--- config.mk ---
export PLATFORM = sky130hd
export DESIGN_NAME = skewed_data_delivery
export DESIGN_NICKNAME = d
export VERILOG_FILES = /design/src/rtl/skewed_data_delivery.sv
export SDC_FILE = /design/constraint.sdc
export NUM_CORES = 1
export LEC_CHECK = 0
export CAP_MARGIN = 15
export CELL_PAD_IN_SITES_DETAIL_PLACEMENT = 2
export CELL_PAD_IN_SITES_GLOBAL_PLACEMENT = 2
export CORE_ASPECT_RATIO = 0.8
export CORE_MARGIN = 3
export CORE_UTILIZATION = 42
export DETAILED_ROUTE_END_ITERATION = 6
export PLACE_DENSITY = 0.75
export SYNTH_ARGS = -nofsm -noshare
export SYNTH_HDL_FRONTEND = slang
export SYNTH_SLANG_ARGS = --single-unit
--- constraint.sdc ---
create_clock -name clk -period 2.85 [get_ports clk]
set_input_delay 0.4275 -clock clk [delete_from_list [all_inputs] [get_ports clk]]
set_output_delay 0.4275 -clock clk [all_outputs]
set_load 0.02 [all_outputs]
--- src/rtl/skewed_data_delivery.sv ---
// Lockstep unload of 2*LANES word FIFOs, serialised LSB-first onto west/north byte lanes.
// Optional build macro DDE_SKEW_EN delays lane k by k cycles (systolic skew) and adds a DRAIN phase.
module skewed_data_delivery #(
    parameter int W     = 32,
    parameter int LANES = 4,
    parameter int DEPTH = 4
) (
    input  logic                                   clk,
    input  logic                                   reset,
    input  logic                                   flush,
    input  logic                                   in_valid,
    output logic                                   in_ready,
    input  logic [W-1:0]                           in_data,
    input  logic                                   in_side,
    input  logic [((LANES > 1) ? $clog2(LANES) : 1)-1:0] in_lane,
    output logic                                   rptr_en,
    output logic [LANES*8-1:0]                     west_data,
    output logic [LANES*8-1:0]                     north_data,
    output logic [LANES-1:0]                       west_valid,
    output logic [LANES-1:0]                       north_valid,
    output logic                                   busy
);
    localparam int BYTES = W / 8;
    localparam int NF    = 2 * LANES;
    localparam int LW    = (LANES > 1) ? $clog2(LANES) : 1;
    localparam int PW    = $clog2(DEPTH);
    localparam int CW    = PW + 1;
    localparam int BCW   = (BYTES > 1) ? $clog2(BYTES) : 1;
    localparam logic [BCW-1:0] LAST_BYTE  = BCW'(BYTES - 1);
    localparam logic [CW-1:0]  FULL_COUNT = CW'(DEPTH);

    typedef enum logic [1:0] {IDLE, STREAM, DRAIN} state_t;

    state_t         state_reg;
    logic [BCW-1:0] byte_cnt_reg;
    logic           rptr_en_reg;
`ifdef DDE_SKEW_EN
    localparam int DCW = (LANES > 2) ? $clog2(LANES - 1) : 1;
    localparam logic [DCW-1:0] LAST_DRAIN = DCW'((LANES > 1) ? LANES - 2 : 0);
    logic [DCW-1:0] drain_cnt_reg;
`endif

    wire [NF-1:0]   wr_sel;
    wire [NF-1:0]   full;
    wire [NF-1:0]   nonempty;
    wire [NF-1:0]   lane_valids;
    wire [8*NF-1:0] lane_bytes;
    logic lane_ok, accept, all_nonempty, last_byte, pop, shift;

    assign lane_ok      = int'(in_lane) < LANES;
    assign in_ready     = !reset && !flush && lane_ok && ((wr_sel & full) == '0);
    assign accept       = in_valid && in_ready;
    assign all_nonempty = &nonempty;
    assign last_byte    = (state_reg == STREAM) && (byte_cnt_reg == LAST_BYTE);
    // Unified read: every FIFO pops together, from IDLE or on the last byte of a stream.
    assign pop          = !reset && !flush && all_nonempty && ((state_reg == IDLE) || last_byte);
    assign shift        = (state_reg == STREAM) && !pop;

    always_ff @(posedge clk) begin
        if (reset || flush) begin
            state_reg    <= IDLE;
            byte_cnt_reg <= '0;
            rptr_en_reg  <= 1'b0;
`ifdef DDE_SKEW_EN
            drain_cnt_reg <= '0;
`endif
        end else begin
            rptr_en_reg <= accept;
            case (state_reg)
                IDLE: begin
                    if (pop) begin
                        state_reg    <= STREAM;
                        byte_cnt_reg <= '0;
                    end
                end
                STREAM: begin
                    if (last_byte) begin
                        byte_cnt_reg <= '0;
                        if (!pop) begin
`ifdef DDE_SKEW_EN
                            if (LANES > 1) state_reg <= DRAIN;
                            else           state_reg <= IDLE;
`else
                            state_reg <= IDLE;
`endif
                        end
                    end else begin
                        byte_cnt_reg <= byte_cnt_reg + 1'b1;
                    end
                end
`ifdef DDE_SKEW_EN
                DRAIN: begin
                    if (drain_cnt_reg == LAST_DRAIN) begin
                        state_reg     <= IDLE;
                        drain_cnt_reg <= '0;
                    end else begin
                        drain_cnt_reg <= drain_cnt_reg + 1'b1;
                    end
                end
`endif
                default: state_reg <= IDLE;
            endcase
        end
    end

    for (genvar gi = 0; gi < NF; gi++) begin : g_fifo
        localparam int LANE = gi % LANES;
        localparam bit SIDE = (gi >= LANES);

        logic [W-1:0]  mem [DEPTH];
        logic [PW-1:0] wr_ptr_reg;
        logic [PW-1:0] rd_ptr_reg;
        logic [CW-1:0] count_reg;
        logic [W-1:0]  word_reg;
        logic          wr_en;
        logic          base_valid;
        logic [7:0]    base_byte;

        assign wr_sel[gi]   = (in_side == SIDE) && (in_lane == LW'(LANE));
        assign full[gi]     = (count_reg == FULL_COUNT);
        assign nonempty[gi] = (count_reg != '0);
        assign wr_en        = accept && wr_sel[gi];

        always_ff @(posedge clk) begin
            if (wr_en) mem[wr_ptr_reg] <= in_data;
        end

        // word_reg doubles as the registered RAM read and the byte serialiser.
        always_ff @(posedge clk) begin
            if (reset || flush) begin
                wr_ptr_reg <= '0;
                rd_ptr_reg <= '0;
                count_reg  <= '0;
                word_reg   <= '0;
            end else begin
                if (wr_en) wr_ptr_reg <= wr_ptr_reg + 1'b1;
                if (pop) begin
                    rd_ptr_reg <= rd_ptr_reg + 1'b1;
                    word_reg   <= mem[rd_ptr_reg];
                end else if (shift) begin
                    word_reg <= word_reg >> 8;
                end
                if (wr_en && !pop)      count_reg <= count_reg + 1'b1;
                else if (pop && !wr_en) count_reg <= count_reg - 1'b1;
            end
        end

        assign base_valid = (state_reg == STREAM);
        assign base_byte  = base_valid ? word_reg[7:0] : 8'h00;

`ifdef DDE_SKEW_EN
        if (LANE > 0) begin : g_skew
            logic [7:0]      pipe_byte_reg [LANE];
            logic [LANE-1:0] pipe_valid_reg;

            always_ff @(posedge clk) begin
                if (reset || flush) begin
                    for (int j = 0; j < LANE; j++) pipe_byte_reg[j] <= 8'h00;
                    pipe_valid_reg <= '0;
                end else begin
                    pipe_byte_reg[0]  <= base_byte;
                    pipe_valid_reg[0] <= base_valid;
                    for (int j = 1; j < LANE; j++) begin
                        pipe_byte_reg[j]  <= pipe_byte_reg[j-1];
                        pipe_valid_reg[j] <= pipe_valid_reg[j-1];
                    end
                end
            end

            assign lane_bytes[8*gi +: 8] = pipe_byte_reg[LANE-1];
            assign lane_valids[gi]       = pipe_valid_reg[LANE-1];
        end else begin : g_direct
            assign lane_bytes[8*gi +: 8] = base_byte;
            assign lane_valids[gi]       = base_valid;
        end
`else
        assign lane_bytes[8*gi +: 8] = base_byte;
        assign lane_valids[gi]       = base_valid;
`endif
    end

    assign rptr_en     = rptr_en_reg;
    assign busy        = (state_reg != IDLE);
    assign west_data   = lane_bytes[8*LANES-1:0];
    assign north_data  = lane_bytes[8*NF-1:8*LANES];
    assign west_valid  = lane_valids[LANES-1:0];
    assign north_valid = lane_valids[NF-1:LANES];

endmodule

==> Implementation_results.wiki <==
{| class="wikitable"
! Metric !! Value
|-
| Outcome || completed
|-
| Number of maximum-capacitance constraint violations || 0
|-
| Setup TNS || 0 ps
|-
| Fin nets || 3,396
|-
| Number of flip-flops under the largest register name || about 1,000
|-
| Global-route usage over all layers || 0.254
|-
| Clock transition at path regs || roughly 60 ps
|-
| Number of global-route vias before repair || between 30,000 and 40,000
|-
| IO Port Bufs || 113
|-
| Initial Util || 0.427
|-
| Worst Path Class, Setup || reg -> out
|-
| PD cells || about 680 nW/um2
|-
| Clock root buffer master || clkbuf_16
|-
| Headroom to the max-slew limit || 0.241
|-
| Commonest register cell after synthesis || edfxtp_1
|-
| Number of hold-slack violations in the final timing report || 0
|-
| Final critical path time including I/O delays and setup || ~2800 ps
|-
| Vertical extent of the die || roughly 320 um
|-
| Yosys warnings || 0
|-
| Clock sinks || ~1,400
|-
| Capturing element type of the critical path || output pin
|-
| Number of different library cells in the post-synthesis netlist || 45
|-
| Met1 track utilization from global routing || 0.326
|-
| Number of vias after detailed routing || 29,600
|-
| Arrival time worst endpoint || approximately 2300 ps
|-
| Antenna violations before repair || 5
|-
| Top achievable clock speed || ~360 MHz
|-
| Filler Cells Inserted || between 10,000 and 15,000
|-
| Hold Crit Class || in -> reg
|-
| Syn Inst Count || around 3,100
|-
| DR DRC count || 0
|-
| Total non-filler cell area in the finished layout || between 60,000 and 70,000 um2
|-
| Total length of routed wires || 159 mm
|-
| GRT Max-Usage Layer || met2
|-
| IR Drop Worst-Case VDD || approximately 0.47 mV
|-
| Area of the multi-input gates || roughly 13,000 um2
|-
| Worst slack on hold paths || approximately 470 ps
|-
| Clock Tree Buf Depth || 3
|-
| Number of setup buffers added after CTS || 0
|-
| Hold_buf cts || 0
|-
| Total standard cell area after synthesis || just over 50,000 um2
|-
| Die Wd || about 400 um
|-
| Count of state elements after synthesis || 1,356
|-
| Routability Congestion || between 0.7 and 0.8
|-
| Global-route wire length before repair || ~240 mm
|-
| Initial DRC Count || roughly 2,800
|-
| Global-route track usage on met3 || 0.0476
|-
| Worst setup SP type || flop
|-
| Count of flip-flops with a built-in enable after synthesis || between 1,000 and 1,500
|-
| Number of nets still failing antenna checks after routing || 0
|-
| CTS tree || yes
|-
| Area growth, synth to finish || 17.5%
|-
| Transition at the pin with the smallest max-transition slack || 1140 ps
|-
| Unrepaired setup endpoints after global routing || false
|-
| Mean routed wirelength per cell || around 31 um
|-
| Share of cells above drive strength 1 || 0.197
|-
| Required time at the worst-slack endpoint || 2420 ps
|-
| Number of search-and-repair iterations in the first detailed-routing pass || 5
|-
| Total of cells resized after clock tree synthesis || 16
|-
| Number of I/O pins || 114
|-
| Area of the core || between 100,000 and 150,000 um2
|-
| Mean number of vias per cell || just under 6
|-
| Met2 Resource Use GR || 0.435
|-
| Number of H-tree levels || 4
|-
| Final count of pins violating max slew || 0
|-
| CTS buffer count || 137
|-
| Pin count of the biggest net entering global routing || about 170
|-
| Final setup violating endpoints || 0
|-
| Syn Area/Cell || about 16 um2
|-
| Total number of placement rows || approximately 110
|-
| Total placed instance area || 55,400 um2
|-
| Async S/R FF share, synth || 0
|-
| Half-perimeter wire length after detailed placement || about 85 mm
|-
| Final critical-path share of the clock period || 0.970
|-
| Sequential share of the synthesized area || 0.732
|-
| Total congestion overflow after global routing || 0
|-
| Leak pwr || between 15 and 20 nW
|-
| Die area || 126,000 um2
|-
| Biggest fanout along the worst timing path || 51
|-
| Worst Clk Skew || roughly 28 ps
|-
| Clock Latency Late Sink || just under 800 ps
|-
| Sequential standard cell area || between 30,000 and 40,000 um2
|-
| Pwr Total || 40.5 mW
|-
| Number of nets produced by synthesis || 3,186
|}
[layout by cell type (no fill, tap or decap), types with 17 or more instances in the layout]
cell,Yosys,final
edfxtp_1,1024,1024
nand2_1,386,386
dfxtp_1,332,315
mux4_2,256,256
o21ai_0,207,207
a31oi_1,194,193
clkbuf_16,0,142
nor2_1,119,118
clkdlybuf4s50_1,0,111
buf_4,11,108
and2_1,97,95
a22oi_1,64,64
buf_12,0,61
ha_1,41,41
inv_1,34,34
clkbuf_1,139,34
clkinv_2,0,27
clkbuf_8,0,20
a21oi_1,18,18
or3_1,17,17
mux2i_1,17,17
[cell families after synthesis]
kind of cell             synth area share
adder cells (fa/ha/maj)            0.0132
XOR/XNOR                          0.00549
AND/OR/NAND/NOR                    0.0553
flip-flops                          0.732
AO/OA/AOI/OAI                      0.0575
multiplexers                        0.116
buffers and inverters              0.0204
[stage by stage]
| step | std cells | setup WS (ps) | util |
|---|---|---|---|
| 2_1_floorplan | 3098 | 54.5 | - |
| 3_3_place_gp | 4779 | -225 | 0.463 |
| 3_5_place_dp | 4779 | -325 | 0.463 |
| 4_1_cts | 5033 | 7.63 | 0.501 |
| 5_1_grt | 5033 | 7.28 | 0.501 |
| 6_report | 5037 | 84.8 | 0.501 |
[metal layers]
| metal | routed length, um | share of wire | vias to the layer above |
|---|---|---|---|
| li1 | - | - | 12300 |
| met1 | 63800 | 0.40 | 16000 |
| met2 | 80400 | 0.51 | 1050 |
| met3 | 9970 | 0.063 | 272 |
| met4 | 4460 | 0.028 | 0 |
| met5 | 0 | 0 | - |
[worst max-delay path, stage by stage, from the launching register on]
cell and delay (ps):
dfxtp_4 370, buf_12 220, and2_1 260, clkdlybuf4s50_1 650
[cell type report]
class	instances	share of cell area
timing repair buffer	283	0.0528
clock inverter	58	0.00984
inverter	35	0.00231
antenna	4	0.000167
multi-input combinational	1495	0.212
tap	1610	0.0336
clock buffer	196	0.0659
sequential	1356	0.624
[power by group]
group / internal, mW / total, mW / leakage [nW] / switching [mW]
Combinational: 0.143 / 0.709 / 4.48 / 0.566
Clock: 10.6 / 18.6 / 2.24 / 7.96
Sequential: 21.2 / 21.2 / 11.9 / 0.0114
Total: 32.0 / 40.5 / 18.6 / 8.54
[Yosys cell counts (all sizes together) (3+ instances only)]
master / n / area share
clkbuf: 139 / 0.010
xor2: 16 / 0.0027
nor4: 4 / 0.00091
or3: 17 / 0.0021
o21ai: 208 / 0.020
nor2: 119 / 0.0087
mux2i: 17 / 0.0033
buf: 73 / 0.0076
a21oi: 18 / 0.0018
a31oi: 194 / 0.024
nand2: 386 / 0.028
ha: 41 / 0.010
a22oi: 64 / 0.0094
fa: 8 / 0.0031
xnor2: 16 / 0.0027
mux4: 256 / 0.11
nor3: 9 / 0.00088
dfxtp: 332 / 0.13
edfxtp: 1024 / 0.60
and2: 97 / 0.012
nand2b: 3 / 0.00037
nor4b: 4 / 0.00081
inv: 35 / 0.0026
[worst paths after layout]
kind                                             start                     end  slack (ps)  depth (start not counted)
worst min-delay path                          in_valid                 rptr_en         470                          3
worst max register to register  g_fifo[0].count_reg[0]  g_fifo[0].word_reg[22]         140                          8
worst min register to register  g_fifo[2].word_reg[11]   g_fifo[2].word_reg[3]         480                          2
worst max-delay path                      state_reg[0]           west_data[13]          80                          3
Note: power is estimated with default switching activity, not from simulation.
